$ cat src/rtl/sensor_dvp_pattern_gen_pkg.sv
// Shared types, pattern codes and pixel generator for the DVP pattern source.
package sensor_dvp_pattern_gen_pkg;

   localparam int ACC_W = 28;

   typedef enum logic [1:0] {
      ST_IDLE    = 2'd0,
      ST_VS_PRE  = 2'd1,
      ST_ACTIVE  = 2'd2,
      ST_VS_POST = 2'd3
   } state_t;

   localparam logic [1:0] PAT_HRAMP = 2'd0;
   localparam logic [1:0] PAT_VRAMP = 2'd1;
   localparam logic [1:0] PAT_CHECK = 2'd2;
   localparam logic [1:0] PAT_FLAT  = 2'd3;

   // Pixel value for a given pattern, horizontal position and active-line index.
   function automatic logic [7:0] pattern_pixel(input logic [1:0] sel,
                                                input logic [7:0] h,
                                                input logic [7:0] line);
      logic [7:0] px;
      case (sel)
         PAT_HRAMP: px = h;
         PAT_VRAMP: px = line;
         PAT_CHECK: px = {8{h[4] ^ line[4]}};
         PAT_FLAT:  px = 8'h80;
         default:   px = 8'h00;
      endcase
      return px;
   endfunction

endpackage

$ cat src/rtl/sensor_dvp_pattern_gen_frame_rate_tick.sv
// Fractional rate accumulator: one registered tick every CLOCK_MAIN/fps_set cycles on average.
module frame_rate_tick
   import sensor_dvp_pattern_gen_pkg::*;
#(
   parameter int CLOCK_MAIN = 100_000_000
) (
   input  logic       clk,
   input  logic       rst_n,
   input  logic       gen_en,
   input  logic [7:0] fps_set,
   output logic       tick
);

   localparam logic [ACC_W:0] LIMIT = (ACC_W + 1)'(CLOCK_MAIN);

   logic [ACC_W-1:0] r_acc;
   logic             r_tick;
   logic [ACC_W:0]   w_sum;
   logic [ACC_W:0]   w_diff;

   assign w_sum  = {1'b0, r_acc} + {{(ACC_W - 7){1'b0}}, fps_set};
   assign w_diff = w_sum - LIMIT;

   // Accumulate and wrap; the remainder is kept so the long-term rate never drifts.
   always_ff @(posedge clk or negedge rst_n) begin
      if (!rst_n) begin
         r_acc  <= {ACC_W{1'b0}};
         r_tick <= 1'b0;
      end else if (!gen_en) begin
         r_acc  <= {ACC_W{1'b0}};
         r_tick <= 1'b0;
      end else if (w_sum >= LIMIT) begin
         r_acc  <= w_diff[ACC_W-1:0];
         r_tick <= 1'b1;
      end else begin
         r_acc  <= w_sum[ACC_W-1:0];
         r_tick <= 1'b0;
      end
   end

   assign tick = r_tick;

endmodule

$ cat src/rtl/sensor_dvp_pattern_gen.sv
// DVP frame source: rate-paced frame starts, fixed geometry, selectable test patterns.
module sensor_dvp_pattern_gen
   import sensor_dvp_pattern_gen_pkg::*;
#(
   parameter int CLOCK_MAIN = 100_000_000,
   parameter int H_ACTIVE   = 1280,
   parameter int H_TOTAL    = 1650,
   parameter int V_PRE      = 2,
   parameter int V_ACTIVE   = 960,
   parameter int V_POST     = 2
) (
   input  logic       clk,
   input  logic       rst_n,
   input  logic       gen_en,
   input  logic [7:0] fps_set,
   input  logic [1:0] pattern_sel,
   output logic       cmos_vsync,
   output logic       cmos_href,
   output logic [7:0] cmos_data,
   output logic       fps_overrun
);

   localparam int H_W   = (H_TOTAL > 1) ? $clog2(H_TOTAL) : 1;
   localparam int V_MAX = (V_ACTIVE > V_PRE) ? ((V_ACTIVE > V_POST) ? V_ACTIVE : V_POST)
                                             : ((V_PRE > V_POST) ? V_PRE : V_POST);
   localparam int V_W   = $clog2(V_MAX + 1);

   localparam logic [H_W-1:0] H_LAST        = H_W'(H_TOTAL - 1);
   localparam logic [H_W-1:0] H_ACT         = H_W'(H_ACTIVE);
   localparam logic [V_W-1:0] V_PRE_LAST    = V_W'(V_PRE - 1);
   localparam logic [V_W-1:0] V_ACTIVE_LAST = V_W'(V_ACTIVE - 1);
   localparam logic [V_W-1:0] V_POST_LAST   = V_W'(V_POST - 1);
   localparam state_t         ST_FIRST      = (V_PRE > 0) ? ST_VS_PRE : ST_ACTIVE;
   localparam state_t         ST_AFTER_ACT  = (V_POST > 0) ? ST_VS_POST : ST_IDLE;

   logic           w_tick;
   state_t         r_state;
   state_t         w_state_nx;
   state_t         w_after;
   logic [H_W-1:0] r_h_cnt;
   logic [H_W-1:0] w_h_nx;
   logic [V_W-1:0] r_v_cnt;
   logic [V_W-1:0] w_v_nx;
   logic [V_W-1:0] w_v_last;
   logic [1:0]     r_pat;
   logic [1:0]     w_pat_nx;
   logic           w_run;
   logic           w_href_nx;
   logic [7:0]     w_data_nx;
   logic           r_vsync;
   logic           r_href;
   logic [7:0]     r_data;
   logic           r_overrun;

   frame_rate_tick #(
      .CLOCK_MAIN (CLOCK_MAIN)
   ) u_tick (
      .clk     (clk),
      .rst_n   (rst_n),
      .gen_en  (gen_en),
      .fps_set (fps_set),
      .tick    (w_tick)
   );

   // Next-state and counter logic; each non-idle state lasts a fixed number of whole lines.
   always_comb begin
      w_state_nx = r_state;
      w_h_nx     = r_h_cnt;
      w_v_nx     = r_v_cnt;
      w_pat_nx   = r_pat;
      w_v_last   = V_PRE_LAST;
      w_after    = ST_IDLE;
      w_run      = 1'b0;
      case (r_state)
         ST_IDLE: begin
            w_h_nx = {H_W{1'b0}};
            w_v_nx = {V_W{1'b0}};
            if (w_tick) begin
               w_state_nx = ST_FIRST;
               w_pat_nx   = pattern_sel;
            end else begin
               w_state_nx = ST_IDLE;
            end
         end
         ST_VS_PRE: begin
            w_v_last = V_PRE_LAST;
            w_after  = ST_ACTIVE;
            w_run    = 1'b1;
         end
         ST_ACTIVE: begin
            w_v_last = V_ACTIVE_LAST;
            w_after  = ST_AFTER_ACT;
            w_run    = 1'b1;
         end
         ST_VS_POST: begin
            w_v_last = V_POST_LAST;
            w_after  = ST_IDLE;
            w_run    = 1'b1;
         end
         default: begin
            w_state_nx = ST_IDLE;
         end
      endcase
      if (w_run) begin
         if (r_h_cnt == H_LAST) begin
            w_h_nx = {H_W{1'b0}};
            if (r_v_cnt == w_v_last) begin
               w_v_nx     = {V_W{1'b0}};
               w_state_nx = w_after;
            end else begin
               w_v_nx = r_v_cnt + V_W'(1);
            end
         end else begin
            w_h_nx = r_h_cnt + H_W'(1);
         end
      end else begin
         w_run = 1'b0;
      end
   end

   // Outputs are decoded from next-state values so they register in step with the FSM.
   assign w_href_nx = (w_state_nx == ST_ACTIVE) && (w_h_nx < H_ACT);
   assign w_data_nx = w_href_nx ? pattern_pixel(w_pat_nx, 8'(w_h_nx), 8'(w_v_nx)) : 8'h00;

   // FSM state, position counters and the per-frame pattern latch.
   always_ff @(posedge clk or negedge rst_n) begin
      if (!rst_n) begin
         r_state <= ST_IDLE;
         r_h_cnt <= {H_W{1'b0}};
         r_v_cnt <= {V_W{1'b0}};
         r_pat   <= PAT_HRAMP;
      end else begin
         r_state <= w_state_nx;
         r_h_cnt <= w_h_nx;
         r_v_cnt <= w_v_nx;
         r_pat   <= w_pat_nx;
      end
   end

   // Registered video outputs and the sticky dropped-tick flag.
   always_ff @(posedge clk or negedge rst_n) begin
      if (!rst_n) begin
         r_vsync   <= 1'b0;
         r_href    <= 1'b0;
         r_data    <= 8'h00;
         r_overrun <= 1'b0;
      end else begin
         r_vsync <= (w_state_nx != ST_IDLE);
         r_href  <= w_href_nx;
         r_data  <= w_data_nx;
         if (!gen_en) begin
            r_overrun <= 1'b0;
         end else if (w_tick && (r_state != ST_IDLE)) begin
            r_overrun <= 1'b1;
         end else begin
            r_overrun <= r_overrun;
         end
      end
   end

   assign cmos_vsync  = r_vsync;
   assign cmos_href   = r_href;
   assign cmos_data   = r_data;
   assign fps_overrun = r_overrun;

endmodule
$ cat config.mk
export PLATFORM = sky130hd
export DESIGN_NAME = sensor_dvp_pattern_gen
export DESIGN_NICKNAME = d
export VERILOG_FILES = /design/src/rtl/sensor_dvp_pattern_gen_pkg.sv /design/src/rtl/sensor_dvp_pattern_gen_frame_rate_tick.sv /design/src/rtl/sensor_dvp_pattern_gen.sv
export SDC_FILE = /design/constraint.sdc
export NUM_CORES = 1
export LEC_CHECK = 0
export BUFFER_PORTS_ARGS = -buffer_cell sky130_fd_sc_hd__buf_2
export CORE_MARGIN = 2
export CORE_UTILIZATION = 30
export CTS_CLUSTER_SIZE = 14
export DETAILED_ROUTE_END_ITERATION = 8
export GPL_TIMING_DRIVEN = 0
export PLACE_DENSITY = 0.56
export SLEW_MARGIN = 40
export SYNTH_ARGS = -nofsm -noshare
export SYNTH_HDL_FRONTEND = slang
export SYNTH_SLANG_ARGS = --single-unit
$ cat constraint.sdc
create_clock -name clk -period 4.39 [get_ports clk]
set_input_delay 0.878 -clock clk [delete_from_list [all_inputs] [get_ports clk]]
set_output_delay 0.878 -clock clk [all_outputs]
set_load 0.02 [all_outputs]
==> reports/metrics.csv <==
stage;metric;value;unit
outcome;status;finished clean;
setup_path;Crit. End Element;flip-flop;
power_and_ir_drop;Internal;0.001226;W
power_and_ir_drop;Sw Pwr;0.0006506;W
finish;most frequent cells in the layout;dfrtp_1, nor2_1, nand2_1;
finish;P&R area growth vs syn;18.65;%
timing;worst hold margin;0.3621;ns
global_route;largest net degree at the start of global routing;51;
die;num ports;24;
yosys;Post-synth ARST share;100.0;%
die;Initial Util;30.87;%
die;die height;121.2;um
cts;CTS tree;yes;
route;DRC viols;0;
timing;max_slew headroom;58.33;%
setup_path;FF-to-FF End;u_tick.r_acc[12];
power_and_ir_drop;Sw Ratio;34.67;%
setup_path;CP endpoint;u_tick.r_acc[12];
global_route;first-pass GRT wire length;16970;um
setup_path;critical path launch point;fps_set[0];
cts;clock sink count;65;
die;core area;0.01335;sq mm
finish;Final nets;527;
yosys;YS warnings;0;
setup_path;worst r2r path cells;12;
timing;final hold violations;0;
route;Initial DRC Count;325;
yosys;EDFF count, synth;0;
yosys;synthesized area;0.004120;sq mm
finish;final cell count without fillers;679;
route;Vias;3523;
power_and_ir_drop;LEAKAGE;2.071;nW
timing;Final setup viols;0;
yosys;synth top area cells;dfrtp_1, xnor2_1, xor2_1, nor2_1, ha_1;
setup_path;CP Class;in -> reg;
cts;CTS H-tree lvls;3;
cts;CTS max path bufs;2;
global_route;M2 GR Usage;22.33;%
power_and_ir_drop;Sequential Power Share;34.6;%
cts;cts hold-fix bufs;0;
timing;Tmin final;4.277;ns
yosys;Netlist cell types;60;
yosys;Primary FF master, synth;dfrtp_1;
yosys;sequential fraction of the synthesis area;39.48;%
timing;FMAX;233.8;MHz
timing;RSZ-0062 raised after global routing;no;
setup_path;r2r startpoint;u_tick.r_acc[0];
setup_path;worst reg2reg setup slack;0.40;ns
setup_path;Worst setup SP type;input pin;
placement;PortBufs;23;
power_and_ir_drop;worst vdd ir;202.7;uV
finish;layout cells sized above 1;16.30;%
route;routed vias/inst;5.189;
power_and_ir_drop;clock share of power;36.1;%
power_and_ir_drop;Pwr Density;383.8;mW/mm^2
min_path;Hold Crit Class;in -> async;
finish;commonest non-fill, non-tap cell in the layout;dfrtp_1;
setup_path;crit-path max FO;5;
yosys;Seq cells post-synth;65;
route;Post-Route WL;10160;um
finish;area of the multi-input gates;0.002451;sq mm
placement;dpl cells;657;
global_route;GR Layer Usage met1;20.28;%
run;Max Cap Viol;0;
cts;TritonCTS Buffers;9;
global_route;grt peak-use layer;met2;
die;Die Wd;121.2;um
placement;Post-DP HPWL;7439;um
setup_path;Worst Path Required;4.65;ns
setup_path;WP data arrival;4.54;ns
route;drt pass-1 iters;4;
power_and_ir_drop;Pwr Total;0.001876;W
yosys;largest area contributor in the netlist;dfrtp_1;
timing;Setup Skew;0.009395;ns
global_route;number of antenna violations at the first check in global routing;0;
global_route;Global Route Usage Sum;14.73;%
global_route;met3 usage;3.618;%
cts;root buffer cell;clkbuf_16;
finish;Register Area;0.001627;sq mm
yosys;syn avg cell area;9.016;sq um
finish;# fillers;1350;
yosys;Synth Instances;457;
cts;worst skew pair latency;0.34;ns
placement;Area after DPL;0.004489;sq mm
finish;# diodes;0;
power_and_ir_drop;combinational power share;29.3;%
route;remaining antenna violation count after routing;0;
timing;Final Max Tran Viols;0;
placement;placer's final routability congestion estimate;0.8350;
die;overall die area;0.01469;sq mm
timing;final period utilization;97.42;%
yosys;Syn Nets;486;
cts;Clk pin slew, worst setup/hold paths;0.06;ns
global_route;vias in the first global route;3388;
global_route;GRT overflow;0;
yosys;Yosys top cell area share;39.48;%
route;Routed WL per cell;14.96;um
timing;measured slew at the worst slew-check pin;0.6077;ns
die;FP Rows;42;
finish;Design Area, Final;0.004888;sq mm
==> per-stage QoR <==
stage / utilization, % / TNS [ns] / setup slack, ns
floorplan: - / 0 / 0.09158
global placement: 33.38 / -5.385 / -0.4165
detailed placement: 33.63 / -5.784 / -0.4234
CTS: 35.91 / 0 / 0.02755
global route: 36.62 / 0 / 0.005261
finish: 36.62 / 0 / 0.1133
==> per-layer routing <==
layer / part of all wire [%] / up-vias
met1: 48 / 1716
met4: 1.2 / 0
met3: 4.2 / 10
met2: 46 / 76
met5: 0 / -
li1: - / 1721
==> cell usage after synthesis, types with 3 or more instances <==
cell type,n
nor3_2,4
mux2i_1,6
o21ai_0,10
and4_1,5
or3_1,3
dfrtp_1,65
ha_1,15
or4_1,3
a31oi_1,7
and2_1,9
nand2_1,35
nor3_1,19
nand4_1,11
and3_1,16
a211oi_1,3
inv_1,16
clkbuf_1,8
xnor2_1,25
nor2_1,54
a21oi_1,27
nand3_1,26
or2_2,4
o211ai_2,3
xor2_1,24
o31ai_1,6
a21o_1,9
mux2_2,3
==> registers in the layout, indices dropped and copies added, names as in the netlist <==
register      count
cmos_data         8
cmos_href         1
cmos_vsync        1
fps_overrun       1
r_h_cnt          11
r_pat             2
r_state           2
r_v_cnt          10
u_tick.r_acc     28
u_tick.tick       1
==> final cells by class <==
cell class                      instances  area share (%)
Multi-Input combinational cell        365           50.14
Sequential cell                        65           33.27
Clock buffer                            9           4.607
Tap cell                              176           4.505
Timing Repair Buffer                   30           3.967
Inverter                               16           1.229
Buffer                                 11           1.152
Clock inverter                          7           1.126
==> timing repair <==
item,4_1_cts,5_1_grt
endpoints found under the hold margin,0,0
setup buffers,0,6
resized for setup,5,11
endpoints found under the setup margin,13,12
pin swaps,0,6
==> power by group through the flow <==
stage	clock (W)	combinational, W	sequential, W
final	0.000677	0.000550	0.000650
after global routing	0.000720	0.000611	0.000653
after CTS	0.000689	0.000500	0.000648
after detailed placement	0	0.000493	0.000658
after global placement	0	0.000484	0.000658
after floorplan	0	0.000371	0.000653
==> cells by family (layout without fill, tap and decap cells) <==
| kind of cell | after synthesis | count (layout) | share of synthesized area [%] |
|---|---|---|---|
| muxes | 9 | 9 | 2.278 |
| AOI/OAI and AO/OA | 86 | 86 | 14.18 |
| and+or+nand+nor | 205 | 205 | 25.99 |
| buffers and inverters | 27 | 73 | 2.612 |
| DFF | 65 | 65 | 39.48 |
| adders and majority gates | 16 | 16 | 5.041 |
| xor gates and xnor gates | 49 | 49 | 10.42 |
==> worst max-delay path, cell delays in order <==
cell and delay [ns]:
buf_2 0.10, ha_2 0.20, fa_2 0.44, a211oi_4 0.36, o211a_4 0.24, o2111ai_1 0.12
mux2i_1 0.15, nor3_1 0.10, or4b_4 0.57, o41a_1 0.53, o21a_4 0.26, or4_4 0.51
o211ai_2 0.07
==> worst min-delay path by stage <==
stage | startpoint | endpoint | slack [ns] | depth (start not counted)
after floorplan | u_tick.tick | fps_overrun | 0.49 | 2
after detailed placement | fps_overrun | fps_overrun | 0.49 | 2
after CTS | rst_n | u_tick.r_acc[4] | 0.36 | 1
after global routing | rst_n | u_tick.r_acc[4] | 0.37 | 1
final | rst_n | u_tick.r_acc[4] | 0.36 | 1
after global placement | fps_overrun | fps_overrun | 0.49 | 2
No activity file was read; power rests on OpenSTA's default activity.
